## src/rtl/multicycle_control_pkg.sv

```systemverilog
// rtl/multicycle_control_pkg.sv - shared opcodes, ALU ops, states and opcode classifier
package multicycle_control_pkg;

  localparam logic [3:0] OP_LD      = 4'b0000;
  localparam logic [3:0] OP_ST      = 4'b0001;
  localparam logic [3:0] OP_R_FIRST = 4'b0010;
  localparam logic [3:0] OP_R_LAST  = 4'b1001;
  localparam logic [3:0] OP_BEQ     = 4'b1011;
  localparam logic [3:0] OP_BNE     = 4'b1100;
  localparam logic [3:0] OP_JMP     = 4'b1101;
  localparam logic [3:0] OP_HALT    = 4'b1111;

  localparam logic [1:0] ALU_OP_ADD  = 2'b00;
  localparam logic [1:0] ALU_OP_SUB  = 2'b01;
  localparam logic [1:0] ALU_OP_FUNC = 2'b10;

  typedef enum logic [2:0] {
    IDLE   = 3'd0,
    FETCH  = 3'd1,
    DECODE = 3'd2,
    EXEC   = 3'd3,
    MEM    = 3'd4,
    WB     = 3'd5,
    HALT   = 3'd6,
    ERROR  = 3'd7
  } state_e;

  typedef enum logic [2:0] {
    CL_LD, CL_ST, CL_R, CL_BEQ, CL_BNE, CL_JMP, CL_HALT, CL_ILL
  } op_class_e;

  // 1010 and 1110 are the only encodings that fall through to illegal
  function automatic op_class_e op_decode(input logic [3:0] op);
    if (op == OP_LD)                              return CL_LD;
    else if (op == OP_ST)                         return CL_ST;
    else if (op >= OP_R_FIRST && op <= OP_R_LAST) return CL_R;
    else if (op == OP_BEQ)                        return CL_BEQ;
    else if (op == OP_BNE)                        return CL_BNE;
    else if (op == OP_JMP)                        return CL_JMP;
    else if (op == OP_HALT)                       return CL_HALT;
    else                                          return CL_ILL;
  endfunction

endpackage

```

## src/rtl/multicycle_control_if.sv

```systemverilog
// rtl/multicycle_control_if.sv - instruction/data memory request and ready handshake
interface multicycle_control_if;

  logic imem_r;
  logic imem_ready;
  logic mem_r;
  logic mem_w;
  logic dmem_ready;

  modport master (
    output imem_r, mem_r, mem_w,
    input  imem_ready, dmem_ready
  );

  modport slave (
    input  imem_r, mem_r, mem_w,
    output imem_ready, dmem_ready
  );

endinterface

```

## src/rtl/multicycle_control_wait_timer.sv

```systemverilog
// rtl/multicycle_control_wait_timer.sv - consecutive ready-low cycle counter with timeout flag
module mc_wait_timer #(
  parameter int TIMEOUT = 16
) (
  input  logic clk,
  input  logic rst,
  input  logic clear,
  input  logic count,
  output logic expired
);

  localparam int W = $clog2(TIMEOUT + 1);

  logic [W-1:0] cnt_q;

  always_ff @(posedge clk) begin
    if (rst || clear) begin
      cnt_q <= '0;
    end else if (count) begin
      cnt_q <= cnt_q + 1'b1;
    end
  end

  // cnt_q holds prior low cycles, so this fires on the TIMEOUT-th one
  assign expired = count && (cnt_q == W'(TIMEOUT - 1));

endmodule

```

## src/rtl/multicycle_control.sv

```systemverilog
// rtl/multicycle_control.sv - multi-cycle FETCH/DECODE/EXEC/MEM/WB sequencer for the 16-bit RISC datapath
module multicycle_control
  import multicycle_control_pkg::*;
#(
  parameter int OPCODE_W = 4,
  parameter int TIMEOUT  = 16,
  parameter int CNT_W    = 16
) (
  input  logic                clk,
  input  logic                rst,
  input  logic                run,
  input  logic [OPCODE_W-1:0] opcode,
  multicycle_control_if.master mem,
  output logic                ir_w,
  output logic                pc_w,
  output logic                reg_dst,
  output logic                alu_src,
  output logic                mem_to_reg,
  output logic                reg_w,
  output logic                beq,
  output logic                bne,
  output logic                j,
  output logic [1:0]          alu_op,
  output logic [2:0]          state,
  output logic                halted,
  output logic                err,
  output logic [CNT_W-1:0]    retired
);

  state_e           state_q, state_d;
  op_class_e        cls;
  logic             in_wait;
  logic             ready_now;
  logic             expired;
  logic             retire;
  logic [CNT_W-1:0] retired_q;

  assign cls       = op_decode(4'(opcode));
  assign in_wait   = (state_q == FETCH) || (state_q == MEM);
  assign ready_now = (state_q == FETCH) ? mem.imem_ready : mem.dmem_ready;

  // Leaving a wait state always coincides with ready high or with ERROR,
  // so clearing on ready keeps the count per-entry without a comb loop.
  mc_wait_timer #(
    .TIMEOUT (TIMEOUT)
  ) u_wait_timer (
    .clk     (clk),
    .rst     (rst),
    .clear   (!in_wait || ready_now),
    .count   (in_wait && !ready_now),
    .expired (expired)
  );

  always_ff @(posedge clk) begin
    if (rst) begin
      state_q   <= IDLE;
      retired_q <= '0;
    end else begin
      state_q <= state_d;
      if (retire) begin
        retired_q <= retired_q + 1'b1;
      end
    end
  end

  always_comb begin
    state_d    = state_q;
    mem.imem_r = 1'b0;
    mem.mem_r  = 1'b0;
    mem.mem_w  = 1'b0;
    ir_w       = 1'b0;
    pc_w       = 1'b0;
    reg_dst    = 1'b0;
    alu_src    = 1'b0;
    mem_to_reg = 1'b0;
    reg_w      = 1'b0;
    beq        = 1'b0;
    bne        = 1'b0;
    j          = 1'b0;
    alu_op     = ALU_OP_ADD;
    halted     = 1'b0;
    err        = 1'b0;
    retire     = 1'b0;

    unique case (state_q)
      IDLE: begin
        if (run) state_d = FETCH;
      end

      FETCH: begin
        mem.imem_r = 1'b1;
        if (mem.imem_ready) begin
          ir_w    = 1'b1;
          pc_w    = 1'b1;
          state_d = DECODE;
        end else if (expired) begin
          state_d = ERROR;
        end
      end

      DECODE: begin
        case (cls)
          CL_ILL:  state_d = ERROR;
          CL_HALT: state_d = HALT;
          default: state_d = EXEC;
        endcase
      end

      EXEC: begin
        case (cls)
          CL_LD, CL_ST: begin
            alu_src = 1'b1;
            alu_op  = ALU_OP_ADD;
            state_d = MEM;
          end
          CL_R: begin
            alu_op  = ALU_OP_FUNC;
            state_d = WB;
          end
          CL_BEQ: begin
            beq     = 1'b1;
            alu_op  = ALU_OP_SUB;
            retire  = 1'b1;
            state_d = FETCH;
          end
          CL_BNE: begin
            bne     = 1'b1;
            alu_op  = ALU_OP_SUB;
            retire  = 1'b1;
            state_d = FETCH;
          end
          CL_JMP: begin
            j       = 1'b1;
            retire  = 1'b1;
            state_d = FETCH;
          end
          default: state_d = ERROR;
        endcase
      end

      MEM: begin
        alu_src = 1'b1;
        if (cls == CL_ST) mem.mem_w = 1'b1;
        else              mem.mem_r = 1'b1;
        if (mem.dmem_ready) begin
          if (cls == CL_ST) begin
            retire  = 1'b1;
            state_d = FETCH;
          end else begin
            state_d = WB;
          end
        end else if (expired) begin
          state_d = ERROR;
        end
      end

      WB: begin
        reg_w  = 1'b1;
        retire = 1'b1;
        if (cls == CL_R) reg_dst    = 1'b1;
        else             mem_to_reg = 1'b1;
        state_d = FETCH;
      end

      HALT:  halted = 1'b1;
      ERROR: err    = 1'b1;
    endcase
  end

  assign state   = state_q;
  assign retired = retired_q;

endmodule

```

## src/flat_wrapper.sv

```systemverilog
// flat-port wrapper written by rule: the top's interface ports become plain ports
module multicycle_control_flat import multicycle_control_pkg::*;
#(
  parameter int OPCODE_W = 4,
  parameter int TIMEOUT  = 16,
  parameter int CNT_W    = 16
)
  (clk, rst, run, opcode, ir_w, pc_w, reg_dst, alu_src, mem_to_reg, reg_w, beq, bne, j, alu_op, state, halted, err, retired, mem_imem_r, mem_mem_r, mem_mem_w, mem_imem_ready, mem_dmem_ready);
  multicycle_control_if mem_i ();
  input  logic clk;
  input  logic rst;
  input  logic run;
  input  logic [OPCODE_W-1:0] opcode;
  output logic ir_w;
  output logic pc_w;
  output logic reg_dst;
  output logic alu_src;
  output logic mem_to_reg;
  output logic reg_w;
  output logic beq;
  output logic bne;
  output logic j;
  output logic [1:0] alu_op;
  output logic [2:0] state;
  output logic halted;
  output logic err;
  output logic [CNT_W-1:0] retired;
  output wire logic [$bits(mem_i.imem_r)-1:0] mem_imem_r;
  output wire logic [$bits(mem_i.mem_r)-1:0] mem_mem_r;
  output wire logic [$bits(mem_i.mem_w)-1:0] mem_mem_w;
  input wire logic [$bits(mem_i.imem_ready)-1:0] mem_imem_ready;
  input wire logic [$bits(mem_i.dmem_ready)-1:0] mem_dmem_ready;
  assign mem_imem_r = mem_i.imem_r;
  assign mem_mem_r = mem_i.mem_r;
  assign mem_mem_w = mem_i.mem_w;
  assign mem_i.imem_ready = mem_imem_ready;
  assign mem_i.dmem_ready = mem_dmem_ready;
  multicycle_control #(.OPCODE_W(OPCODE_W), .TIMEOUT(TIMEOUT), .CNT_W(CNT_W)) u_core (.clk(clk), .rst(rst), .run(run), .opcode(opcode), .mem(mem_i), .ir_w(ir_w), .pc_w(pc_w), .reg_dst(reg_dst), .alu_src(alu_src), .mem_to_reg(mem_to_reg), .reg_w(reg_w), .beq(beq), .bne(bne), .j(j), .alu_op(alu_op), .state(state), .halted(halted), .err(err), .retired(retired));
endmodule
```

## config.mk

```make
export PLATFORM = sky130hd
export DESIGN_NAME = multicycle_control_flat
export DESIGN_NICKNAME = d
export VERILOG_FILES = /design/src/rtl/multicycle_control_pkg.sv /design/src/rtl/multicycle_control_if.sv /design/src/rtl/multicycle_control_wait_timer.sv /design/src/rtl/multicycle_control.sv /design/src/flat_wrapper.sv
export SDC_FILE = /design/constraint.sdc
export NUM_CORES = 1
export LEC_CHECK = 0
export ABC_CLOCK_PERIOD_IN_PS = 2100
export BUFFER_PORTS_ARGS = -buffer_cell sky130_fd_sc_hd__buf_2
export CAP_MARGIN = 20
export CORE_AREA = 8 8 65 67
export DETAILED_ROUTE_END_ITERATION = 10
export DIE_AREA = 0 0 73 75
export GPL_TIMING_DRIVEN = 0
export PLACE_DENSITY = 0.72
export SYNTH_ARGS = -nofsm -noshare
export SYNTH_HDL_FRONTEND = slang
export SYNTH_SLANG_ARGS = --single-unit
```

## constraint.sdc

```tcl
create_clock -name clk -period 2.1 [get_ports clk]
set_input_delay 0.105 -clock clk [delete_from_list [all_inputs] [get_ports clk]]
set_output_delay 0.105 -clock clk [all_outputs]
set_load 0.1 [all_outputs]
```

-- After elaboration in Yosys (flattened, before gate mapping)
Index checks and enable logic that the tools add are counted.
- register bits after elaboration: 24
- bits in latches: 0
- RAM bits: 0
- memory bits (read-only): 0
- input port bits: 9
- output and inout port bits: 35
- memories: 0
- $add $sub $neg: 2
- $mul: 0
- divide/modulo/power cells: 0
- $lt $le $gt $ge: 2
- equality and inequality tests: 21
- shifts and indexed selects: 0
- muxes and demuxes: 43
- bitwise logic cells: 0
- reductions and logical operators: 16
- operator list (operator ; count):
    two-way mux 3 bit ; 11
    two-way mux 1 bit ; 25
    == test 3 bit (second input constant) ; 8
    one-hot mux 3 bit (6 select lines) ; 1
    adder 16 x 1 -> 16 bit (second input constant) ; 1
    == test 4 bit (second input constant) ; 4
    == test 3 x 2 -> 1 bit (second input constant) ; 4
    one-hot mux 3 bit (3 select lines) ; 1
    == test 3 x 1 -> 1 bit (second input constant) ; 2
    zero test 3 bit ; 2
    one-hot mux 3 bit (2 select lines) ; 1
    nonzero test 6 bit ; 1
    adder 5 x 1 -> 5 bit (second input constant) ; 1
    == test 5 x 4 -> 1 bit (second input constant) ; 1
    == test 4 x 1 -> 1 bit (second input constant) ; 1
    >= comparator 4 x 2 -> 1 bit (second input constant) ; 1
    less-or-equal comparator 4 bit (second input constant) ; 1
    zero test 4 bit ; 1
    one-hot mux 2 bit (2 select lines) ; 1
    OR reduction 2 bit ; 2
    logical AND 1 bit ; 3
    logical OR 1 bit ; 3
    one-hot mux 1 bit (3 select lines) ; 1
    OR reduction 3 bit ; 1
    5 further kinds ; 6

-- Longest topological paths before layout
- depth in word-level cells: 12
- gate-level depth with buffers: 6
- depth with buffers taken out: 6

-- By module
Synthesis repeated with hierarchy kept, for this count alone.
- cell total of the unflattened synthesis: 188
- area total of the unflattened synthesis: 1476.4 µm²
- modules (own cells, without submodules) (module ; times used ; cells an instance ; area an instance (µm²) ; sequential area each (µm²)):
    multicycle_control ; 1 ; 163 ; 1203.7 ; 380.4
    mc_wait_timer ; 1 ; 25 ; 272.8 ; 100.1

-- Least setup slack after synthesis
OpenSTA, ideal clock, no wires.
- kind: register to output
- start: register u_core.state_q[1] (netlist: u_core.state[1])
- end: output port alu_op[0]
- data arrival time: 4433 ps
- data required time: 1995 ps
- slack: -2438 ps
- stages on the path, launching flop included: 5
- path buffers: 1
- cell sequence: dfxtp_1 > clkbuf_1 > nand2_1 > nor3_1 > or2_1
- longest elaborated chain between the ends: 2
- RTL lines (item ; line ; text):
    start: declaration ; multicycle_control.sv:30 ; state_e state_q, state_d;
    start signal: assignment ; multicycle_control.sv:59 ; state_q <= state_d;
    == test 3 x 2 -> 1 bit ; multicycle_control.sv:85 ; unique case (state_q)
    two-way mux 2 bit ; multicycle_control.sv:85 ;
    end: declaration ; flat_wrapper.sv:23 ; output logic [1:0] alu_op;
No other way between the ends.

-- Final worst setup path
- start: register u_core.state_q[1] (netlist: u_core.state[1])
- end: output port mem_mem_w
- longest elaborated chain between the ends: 2
- RTL lines (item ; line ; text):
    == test 3 bit ; multicycle_control.sv:85 ;
    two-way mux 1 bit ; multicycle_control.sv:85 ;
    end: declaration ; flat_wrapper.sv:30 ; output wire logic [$bits(mem_i.mem_w)-1:0] mem_mem_w;
No other way between the ends.

==> reports/qor.txt <==
Fill cells: 312
Top_reg_cell synth: dfxtp_1
CTS clk-pin slew, worst paths: 140 ps
Port bufs: 41
Max-cap violations: 0
DP HPWL: 2.97 mm
Post-Syn Area: 1530 sq um
Core ar.: 3230 sq um
Ant diodes: 0
Sequential area share after synthesis: 31.5%
Clock root buffer: clkbuf_4
Min-delay worst type: primary input to register
Area leader, netlist: dfxtp_1
Startpoint types: register
Final Skew: 1.42 ps
Arr. time, crit path: 1820 ps
DRT Pass-1 Iters: 4
Slew margin rel.: 65.0%
Clock Sinks: 24
Initial core utilization: 47.2%
Total placed instance area: 1950 sq um
RD Place Congestion: 0.864
Initial antenna violation count: 0
Largest net degree at the start of global routing: 14
Status: completed
Storage element area: 507 sq um
Number of buffers created by CTS: 3
Max Root-Sink Buffers: 2
Die Area: 5480 sq um
Unique masters post-synth: 42
Post-DR wirelength/cell: 13.8 microns
Slew Viols, Final: 0
Die W: 73 microns
CTS tree: done
Setup-failing EPs final: 0
Via count: 1507
IO Pins: 44
Vias in the first global route: 1440
Mean Syn Cell Area: 8.16 sq um
Final ANT Viol Nets: 0
Setup CP Type: register to output pin
Row Count: 21
Top-count cell post-synth: nor2_1
Routed vias/inst: 5.42
LEAKAGE: 0.892 nW
# DRC: 0
Yosys synthesis warning count: 0
Top post-synthesis cells by count: 27 x nor2_1, 24 x dfxtp_1, 15 x nor2b_1
Tightest Pin Transition: 523 ps
VDD IR max: 0.401 mV
P&R area growth vs syn: 30.0%
Worst skew pair latency: 320 ps
Final TNS setup: 0 ps
Cts hold-fix bufs: 0
CP max FO: 10
CP required: 2000 ps
Yosys reg bits: 24
Post-Syn Instances: 187
Final Util: 61.4%
Max H-tree Level: 1
First-pass GRT wire length: 6.61 mm
WHS: 75.4 ps
Post-synth EDFFs: 0
Layout cell share with drive strength beyond 1: 38.4%
Asr flop ratio synth: 0%
Nets: 245
Post-Syn Nets: 199
DRT iter0 DRCs: 148
Crit path capture type: output pin
Design Area, Final: 1980 sq um
Unrepaired setup endpoints after global routing: no
Final worst-path cycle share: 91.9%
Final WL: 3.84 mm
Multi-input gate area: 1070 sq um
Final hold violation count: 0
Share of the synthesized area in the top cell type: 31.5%
Gr usage total: 14.9%
Die outline height: 75 microns
Achievable frequency: 0.518 GHz
Pwr/cell area: 485 nW/um^2
Gr ovfl total: 0
Minimum clock period: 1930 ps
Top post-synthesis cells by area: dfxtp_1 31%, mux2_1 9.6%, nor2_1 6.6%
==> registers in the layout (all words and copies together) (netlist names) <==
| name | flops |
|---|---|
| u_core.retired | 16 |
| u_core.state | 3 |
| u_core.u_wait_timer.cnt_q | 5 |
==> stage by stage <==
step | power [mW] | cells | worst slack, ps
finish | 0.963 | 278 | 170
global route | 0.999 | 278 | 46.0
CTS | 0.970 | 279 | 5.15
global placement | 0.756 | 274 | 14.9
floorplan | 0.709 | 187 | -200
detailed placement | 0.757 | 274 | 2.47
==> logic make-up after synthesis <==
kind of cell	after synthesis	synth area share, %
and+or+nand+nor	93	32.7
AOI/OAI and AO/OA	36	16.8
DFF	24	31.5
buffers and inverters	15	5.16
muxes	14	10.2
adders and majority gates	3	2.46
xor gates and xnor gates	2	1.15
==> worst paths after layout <==
check                                       to                    startpoint  cells past startpoint  slack [ps]
setup / recovery                     mem_mem_w               u_core.state[1]                      4         170
hold / removal                 u_core.state[1]                     opcode[1]                      3          80
setup reg to reg            u_core.retired[12]               u_core.state[2]                      5         210
hold reg to reg   u_core.u_wait_timer.cnt_q[0]  u_core.u_wait_timer.cnt_q[0]                      1         460
==> area by class of cell <==
class,count,share of cell area (%)
multi-input cells,148,54.0
flip-flops and latches,24,25.5
repair buffers,42,10.8
plain buffers,11,4.85
well taps,46,2.90
clock buffers,3,1.13
inverters,3,0.567
clock inverters,1,0.189
==> per-layer routing <==
metal	share of wire (%)	global-route usage [%]	vias up
met2	43	22.0	37
met5	0	0	-
met3	5.6	3.46	4
li1	-	-	766
met4	1.0	5.78	0
met1	50	20.2	700
==> power breakdown <==
| group | switching [mW] | leakage, nW | internal, mW |
|---|---|---|---|
| logic | 0.204 | 0.674 | 0.0717 |
| registers | 0.00795 | 0.202 | 0.463 |
| clock network | 0.147 | 0.0154 | 0.0697 |
==> repair_timing <==
action                     in CTS  in global routing
setup buffers                   1                  0
pin swaps                       1                  0
resized for setup               0                  1
hold endpoints to repair        0                  0
setup endpoints to repair       1                  8
==> worst max-delay path, stage by stage, from the launching register on <==
cell	delay [ps]
dfxtp_4	390
clkbuf_2	200
nand2b_1	290
nor3b_4	190
buf_2	440
==> layout by cell type (no fill, tap or decap), types with 6 or more instances in the layout <==
master and instances:
mux2_1 13, nand3_1 11, and3_1 6, dfxtp_1 9, nor2b_1 15, buf_2 41
nor2_1 22, dfxtp_2 12, a21oi_1 8, nand2_1 10
Power figures use the tool's default switching activity.
